File: config.mk
export PLATFORM = sky130hd
export DESIGN_NAME = ff_bank_init_seq
export DESIGN_NICKNAME = d
export VERILOG_FILES = /design/src/rtl/ff_bank_init_pkg.sv /design/src/rtl/ff_bank_init_prio_enc.sv /design/src/rtl/ff_bank_init_seq.sv
export SDC_FILE = /design/constraint.sdc
export NUM_CORES = 1
export LEC_CHECK = 0
export BUFFER_PORTS_ARGS = -buffer_cell sky130_fd_sc_hd__buf_2
export CORE_ASPECT_RATIO = 1.75
export CORE_MARGIN = 2
export CORE_UTILIZATION = 53
export DETAILED_ROUTE_END_ITERATION = 8
export HOLD_SLACK_MARGIN = 0.12
export MAX_ROUTING_LAYER = met4
export PLACE_DENSITY = 0.77
export SYNTH_ARGS = -nofsm -noshare
export SYNTH_HDL_FRONTEND = slang
export SYNTH_SLANG_ARGS = --single-unit
File: constraint.sdc
create_clock -name clk -period 1.6 [get_ports clk]
set_input_delay 0.08 -clock clk [delete_from_list [all_inputs] [get_ports clk]]
set_output_delay 0.08 -clock clk [all_outputs]
set_load 0.02 [all_outputs]
File: src/rtl/ff_bank_init_pkg.sv
// rtl/ff_bank_init_pkg.sv - shared types and width helpers for the flop-bank init sequencer
package ff_bank_init_pkg;

   typedef enum logic [2:0] {
      IDLE   = 3'd0,
      SCAN   = 3'd1,
      ASSERT = 3'd2,
      SETTLE = 3'd3,
      DONE   = 3'd4
   } state_t;

   // Bank index width; a single bank still gets a 1-bit index.
   function automatic int calc_bank_w(input int n);
      return (n < 2) ? 1 : $clog2(n);
   endfunction

   // Down-counter width: holds max(hold, settle) - 1, at least one bit.
   function automatic int calc_cnt_w(input int hold, input int settle);
      int m;
      m = (hold > settle) ? hold : settle;
      return (m < 2) ? 1 : $clog2(m);
   endfunction

   // Widths for the default configuration (4 banks, hold 2, settle 1).
   localparam int DEF_NUM_BANKS  = 4;
   localparam int DEF_HOLD_CYC   = 2;
   localparam int DEF_SETTLE_CYC = 1;
   localparam int DEF_BANK_W     = calc_bank_w(DEF_NUM_BANKS);
   localparam int DEF_CNT_W      = calc_cnt_w(DEF_HOLD_CYC, DEF_SETTLE_CYC);

endpackage

File: src/rtl/ff_bank_init_prio_enc.sv
// rtl/ff_bank_init_prio_enc.sv - combinational lowest-set-bit encoder
module ff_bank_init_prio_enc
   import ff_bank_init_pkg::*;
#(
   parameter int N = 4,
   parameter int W = 2
)(
   input  logic [N-1:0] vec,
   output logic [W-1:0] idx,
   output logic         any
);

   // Scan from the top down so the lowest set bit is the last one written.
   always_comb begin
      idx = '0;
      for (int i = N - 1; i >= 0; i--) begin
         if (vec[i]) begin
            idx = W'(i);
         end
      end
      any = |vec;
   end

endmodule

File: src/rtl/ff_bank_init_seq.sv
// rtl/ff_bank_init_seq.sv - sequences clear/preset pulses onto flop banks one at a time
module ff_bank_init_seq
   import ff_bank_init_pkg::*;
#(
   parameter int NUM_BANKS  = 4,
   parameter int HOLD_CYC   = 2,
   parameter int SETTLE_CYC = 1,
   localparam int BANK_W    = calc_bank_w(NUM_BANKS)
)(
   input  logic                 clk,
   input  logic                 rst_n,
   input  logic                 start,
   input  logic [NUM_BANKS-1:0] bank_en,
   input  logic [NUM_BANKS-1:0] pre_sel,
   input  logic                 abort,
   output logic [NUM_BANKS-1:0] clr_o,
   output logic [NUM_BANKS-1:0] pre_o,
   output logic [BANK_W-1:0]    cur_bank,
   output logic                 busy,
   output logic                 done,
   output logic                 aborted
);

   localparam int CNT_W = calc_cnt_w(HOLD_CYC, SETTLE_CYC);
   localparam logic [CNT_W-1:0] HOLD_LAST   = CNT_W'(HOLD_CYC - 1);
   localparam logic [CNT_W-1:0] SETTLE_LAST = CNT_W'(SETTLE_CYC - 1);

   state_t               state, state_nx;
   logic [CNT_W-1:0]     cnt, cnt_nx;
   logic [NUM_BANKS-1:0] en_sh, en_sh_nx;
   logic [NUM_BANKS-1:0] pre_sh, pre_sh_nx;
   logic [BANK_W-1:0]    cur_bank_nx;
   logic [NUM_BANKS-1:0] clr_nx, pre_nx;
   logic                 busy_nx, done_nx, aborted_nx;
   logic [BANK_W-1:0]    enc_idx;
   logic                 enc_any;

   ff_bank_init_prio_enc #(
      .N (NUM_BANKS),
      .W (BANK_W)
   ) u_prio_enc (
      .vec (en_sh),
      .idx (enc_idx),
      .any (enc_any)
   );

   // Next-state logic; output vectors default to all-low so only one bit is ever set.
   always_comb begin
      state_nx    = state;
      cnt_nx      = cnt;
      en_sh_nx    = en_sh;
      pre_sh_nx   = pre_sh;
      cur_bank_nx = cur_bank;
      clr_nx      = '0;
      pre_nx      = '0;
      aborted_nx  = 1'b0;

      case (state)
         IDLE: begin
            // Abort has no meaning here; start alone decides.
            if (start) begin
               en_sh_nx  = bank_en;
               pre_sh_nx = pre_sel;
               state_nx  = SCAN;
            end
         end

         SCAN: begin
            if (abort) begin
               en_sh_nx   = '0;
               pre_sh_nx  = '0;
               aborted_nx = 1'b1;
               state_nx   = DONE;
            end else if (enc_any) begin
               cur_bank_nx = enc_idx;
               cnt_nx      = HOLD_LAST;
               state_nx    = ASSERT;
               if (pre_sh[enc_idx]) begin
                  pre_nx[enc_idx] = 1'b1;
               end else begin
                  clr_nx[enc_idx] = 1'b1;
               end
            end else begin
               state_nx = DONE;
            end
         end

         ASSERT: begin
            if (abort) begin
               en_sh_nx   = '0;
               pre_sh_nx  = '0;
               aborted_nx = 1'b1;
               state_nx   = DONE;
            end else if (cnt == '0) begin
               cnt_nx   = SETTLE_LAST;
               state_nx = SETTLE;
            end else begin
               cnt_nx = cnt - 1'b1;
               if (pre_sh[cur_bank]) begin
                  pre_nx[cur_bank] = 1'b1;
               end else begin
                  clr_nx[cur_bank] = 1'b1;
               end
            end
         end

         SETTLE: begin
            if (abort) begin
               en_sh_nx   = '0;
               pre_sh_nx  = '0;
               aborted_nx = 1'b1;
               state_nx   = DONE;
            end else if (cnt == '0) begin
               // Retire this bank so the encoder moves on to the next one.
               en_sh_nx[cur_bank] = 1'b0;
               state_nx           = SCAN;
            end else begin
               cnt_nx = cnt - 1'b1;
            end
         end

         DONE: begin
            state_nx = IDLE;
         end

         default: begin
            state_nx  = IDLE;
            en_sh_nx  = '0;
            pre_sh_nx = '0;
         end
      endcase

      busy_nx = (state_nx == SCAN) || (state_nx == ASSERT) || (state_nx == SETTLE);
      done_nx = (state_nx == DONE);
   end

   // State, shadow masks and counter; reset drops everything at once, even mid-pulse.
   always_ff @(posedge clk or negedge rst_n) begin
      if (!rst_n) begin
         state    <= IDLE;
         cnt      <= '0;
         en_sh    <= '0;
         pre_sh   <= '0;
         cur_bank <= '0;
      end else begin
         state    <= state_nx;
         cnt      <= cnt_nx;
         en_sh    <= en_sh_nx;
         pre_sh   <= pre_sh_nx;
         cur_bank <= cur_bank_nx;
      end
   end

   // Registered outputs so the clr/pre pins never see combinational glitches.
   always_ff @(posedge clk or negedge rst_n) begin
      if (!rst_n) begin
         clr_o   <= '0;
         pre_o   <= '0;
         busy    <= 1'b0;
         done    <= 1'b0;
         aborted <= 1'b0;
      end else begin
         clr_o   <= clr_nx;
         pre_o   <= pre_nx;
         busy    <= busy_nx;
         done    <= done_nx;
         aborted <= aborted_nx;
      end
   end

endmodule

==> implementation parameters <==
Parameter                              Value

Clock tree
  Root Buffer Master    sky130_fd_sc_hd__clkbuf_8
  Number of buffers created by CTS    3
  Skew-Pair Late Insertion Delay    0.27 ns
  CTS sink cnt    25
  Reg clk slew, reported paths    0.09 ns
  CTS tree    yes
  Deepest clock path buffer count    2
  Total number of H-tree levels    1

Power and ir drop
  Peak supply drop    0.000953 V
  Pwr per Cell Area    1690 nW/um2
  Total power draw    0.00251 W
  Static Leakage    0.679 nW

Floorplanning
  Die width    40.5 um
  Number of primary I/O pins    25
  Area of the core region    2240 um2
  Number of core rows    23
  Die Ht    roughly 68 um
  Die Footprint    ~2700 um2
  Initial Utilization    0.550

Yosys
  Yosys warning total    0
  Mapped cell area    1230 um2
  Most used flip-flop cell after synthesis    sky130_fd_sc_hd__dfrtp_1
  Cell count after synthesis    114
  Synth cell types    36
  Post-Syn Nets    126
  Sequential share of the synthesized area    0.507
  Number of register bits inferred by synthesis    25
  Post-synth EDFFs    0
  Avg Synthesized Cell Area    10.8 um2
  Async SR Flop Fraction    1.00

Setup path
  CP max stage cell    sky130_fd_sc_hd__or4_4
  Reg-to-Reg Start    en_sh[3]
  Crit Path Class    register to register
  Worst R2R Path Depth    3
  Worst EP required    1.75 ns
  Maximum single-stage delay on the critical path    0.57 ns
  Startpoint type of the worst setup path    register
  Slack of the worst reg-to-reg path    around 0.17 ns
  Critical Path End Type    register
  Arrival time worst endpoint    roughly 1.6 ns
  RR Endpoint    busy
  Worst Path Max Fanout    6
  Critical Path, Cell by Cell    or4_4 > a211oi_2 > a211oi_1

GRT
  Maximum number of pins on one net before global-route repair    26
  Global-route wire length before repair    4.44 mm
  Total global routing track utilization    0.243
  Antenna violations before repair    0
  Grt total ovfl    0
  Global routing met2 resource utilization    0.407
  Global routing's busiest layer    met2
  Met3 Track Usage GR    0.0260
  GR Layer Usage met1    0.283
  Vias in the first global route    995

Layout
  Final design utilization    0.661
  Count of nets after finishing    approximately 160
  Most common cell after layout, fill and taps aside    sky130_fd_sc_hd__dfrtp_1
  Ratio of cells with drive above 1 in the final layout    0.301
  Commonest non-fill, non-tap cells in the layout    25 x sky130_fd_sc_hd__dfrtp_1, 24 x sky130_fd_sc_hd__buf_2, 9 x sky130_fd_sc_hd__o21ai_0, 8 x sky130_fd_sc_hd__nand3_1, 8 x sky130_fd_sc_hd__buf_4
  ANT cells    0
  Number of standard cells in the layout, taps in and fillers out    171
  Post-synthesis to final-layout area growth    20.3%

Placed design
  Final GP Congestion    0.787
  Quantity of I/O buffers inserted on ports    24
  Post-detail-place hpwl    2.00 mm
  Post-placement cell count    163

Job
  Max cap viols    0

Worst hold path
  Worst hold path type    primary input to register
  Hold Path Sink    en_sh[1]
  Hold path depth    3
  Hold path startpoint    bank_en[1]

Timing
  Maximum achievable frequency    between 700 and 800 MHz
  Share of the cycle needed by the critical path after routing    0.893
  Final period demand of the worst path    1.43 ns
  Final-layout setup total negative slack    0 ns
  Max-slew violation count    0
  Max-Slew Margin vs Limit    0.625
  Final setup vio count    0
  Tightest Pin Transition    0.562 ns
  Unrepaired setup endpoints after global routing    no
  Post-route clock skew    0.00387 ns
  Final-report hold violation count    0

Detailed routing
  WL final    2.72 mm
  Routed wire length per instance    15.9 um
  DRT iter0 DRCs    25
  Post-DRT Antenna Nets    0
  Number of design rule violations left after detail routing    0
  Via total after detailed routing    1009
  Number of detailed-routing iterations run before antenna repair    4
  Via count normalized by instance count    roughly 6

Run status
  Outcome    completed
[sequential cells by signal, summed over array words and instances (netlist names), 2 cells and up]
| register | cells |
|---|---|
| cur_bank | 2 |
| en_sh | 4 |
| clr_o | 4 |
| pre_o | 4 |
| pre_sh | 4 |
| state | 3 |
[metrics by stage]
step / hold WS [ns] / worst slack, ns / cell area (um2)
final: 0.124 / 0.172 / 1480
after CTS: 0.129 / 0.136 / 1480
after floorplan: -0.216 / 0.212 / 1230
after global placement: 0.0912 / 0.213 / 1400
after global routing: 0.136 / 0.0370 / 1480
after detailed placement: 0.0976 / 0.153 / 1400
[what timing repair did]
item	in CTS	in global routing
setup buffers	0	0
resized for setup	0	0
endpoints found under the setup margin	0	1
endpoints found under the hold margin	28	0
hold buffers	4	0
[worst max-delay path, delay by kind of cell (launching register included)]
family,cells,cell delay (ns)
AO/OA/AOI/OAI,2,0.29
flip-flops,1,0.45
AND/OR/NAND/NOR,1,0.57
[where the power goes]
part	internal (W)	switching (W)	leakage, nW
logic	0.000502	0.000590	0.329
registers	0.000820	0.000224	0.328
clock network	0.000178	0.000200	0.0228
total	0.00150	0.00101	0.679
[metal layers]
metal | vias to the layer above | part of all wire
li1 | 482 | -
met2 | 33 | 0.56
met5 | - | 0
met1 | 487 | 0.38
met3 | 7 | 0.036
met4 | 0 | 0.018
[how the worst max path moves through the flow]
| stage | start | to | cells past startpoint |
|---|---|---|---|
| finish | en_sh[3] | busy | 3 |
| global route | state[1] | pre_o[3] | 3 |
| CTS | state[1] | pre_o[3] | 3 |
| detailed placement | state[1] | pre_o[3] | 3 |
| global placement | en_sh[3] | busy | 3 |
| floorplan | en_sh[1] | busy | 3 |
[layout make-up]
type,count,area (um2)
repair buffers,36,220
clock buffers,4,45.0
inverters,2,7.51
well taps,25,31.3
flip-flops and latches,25,626
multi-input cells,79,554
fillers,186,761
[kinds of logic (layout without fill, tap and decap cells)]
group	Yosys count	in the layout	share of synthesized area
AND/OR/NAND/NOR	40	40	0.226
flip-flops	25	25	0.507
AO/OA/AOI/OAI	35	35	0.191
buffers and inverters	10	42	0.0436
multiplexers	4	4	0.0325
[Yosys cell counts, drive strengths merged (2+ instances only)]
| cell type | n | share of area |
|---|---|---|
| dfrtp | 25 | 0.51 |
| buf | 5 | 0.028 |
| o21ai | 9 | 0.037 |
| nand3b | 3 | 0.018 |
| o21a | 6 | 0.037 |
| nor2 | 6 | 0.018 |
| nand3 | 8 | 0.032 |
| a211oi | 2 | 0.016 |
| a22oi | 5 | 0.030 |
| nor4b | 2 | 0.026 |
| nand4b | 3 | 0.021 |
| nor3b | 4 | 0.038 |
| o22ai | 3 | 0.015 |
| nand2 | 3 | 0.0091 |
| clkbuf | 3 | 0.0091 |
| a21oi | 4 | 0.016 |
| mux2i | 4 | 0.032 |
| nor2b | 3 | 0.015 |
| inv | 2 | 0.0061 |
| a21boi | 4 | 0.024 |
Note: power is estimated with default switching activity, not from simulation.
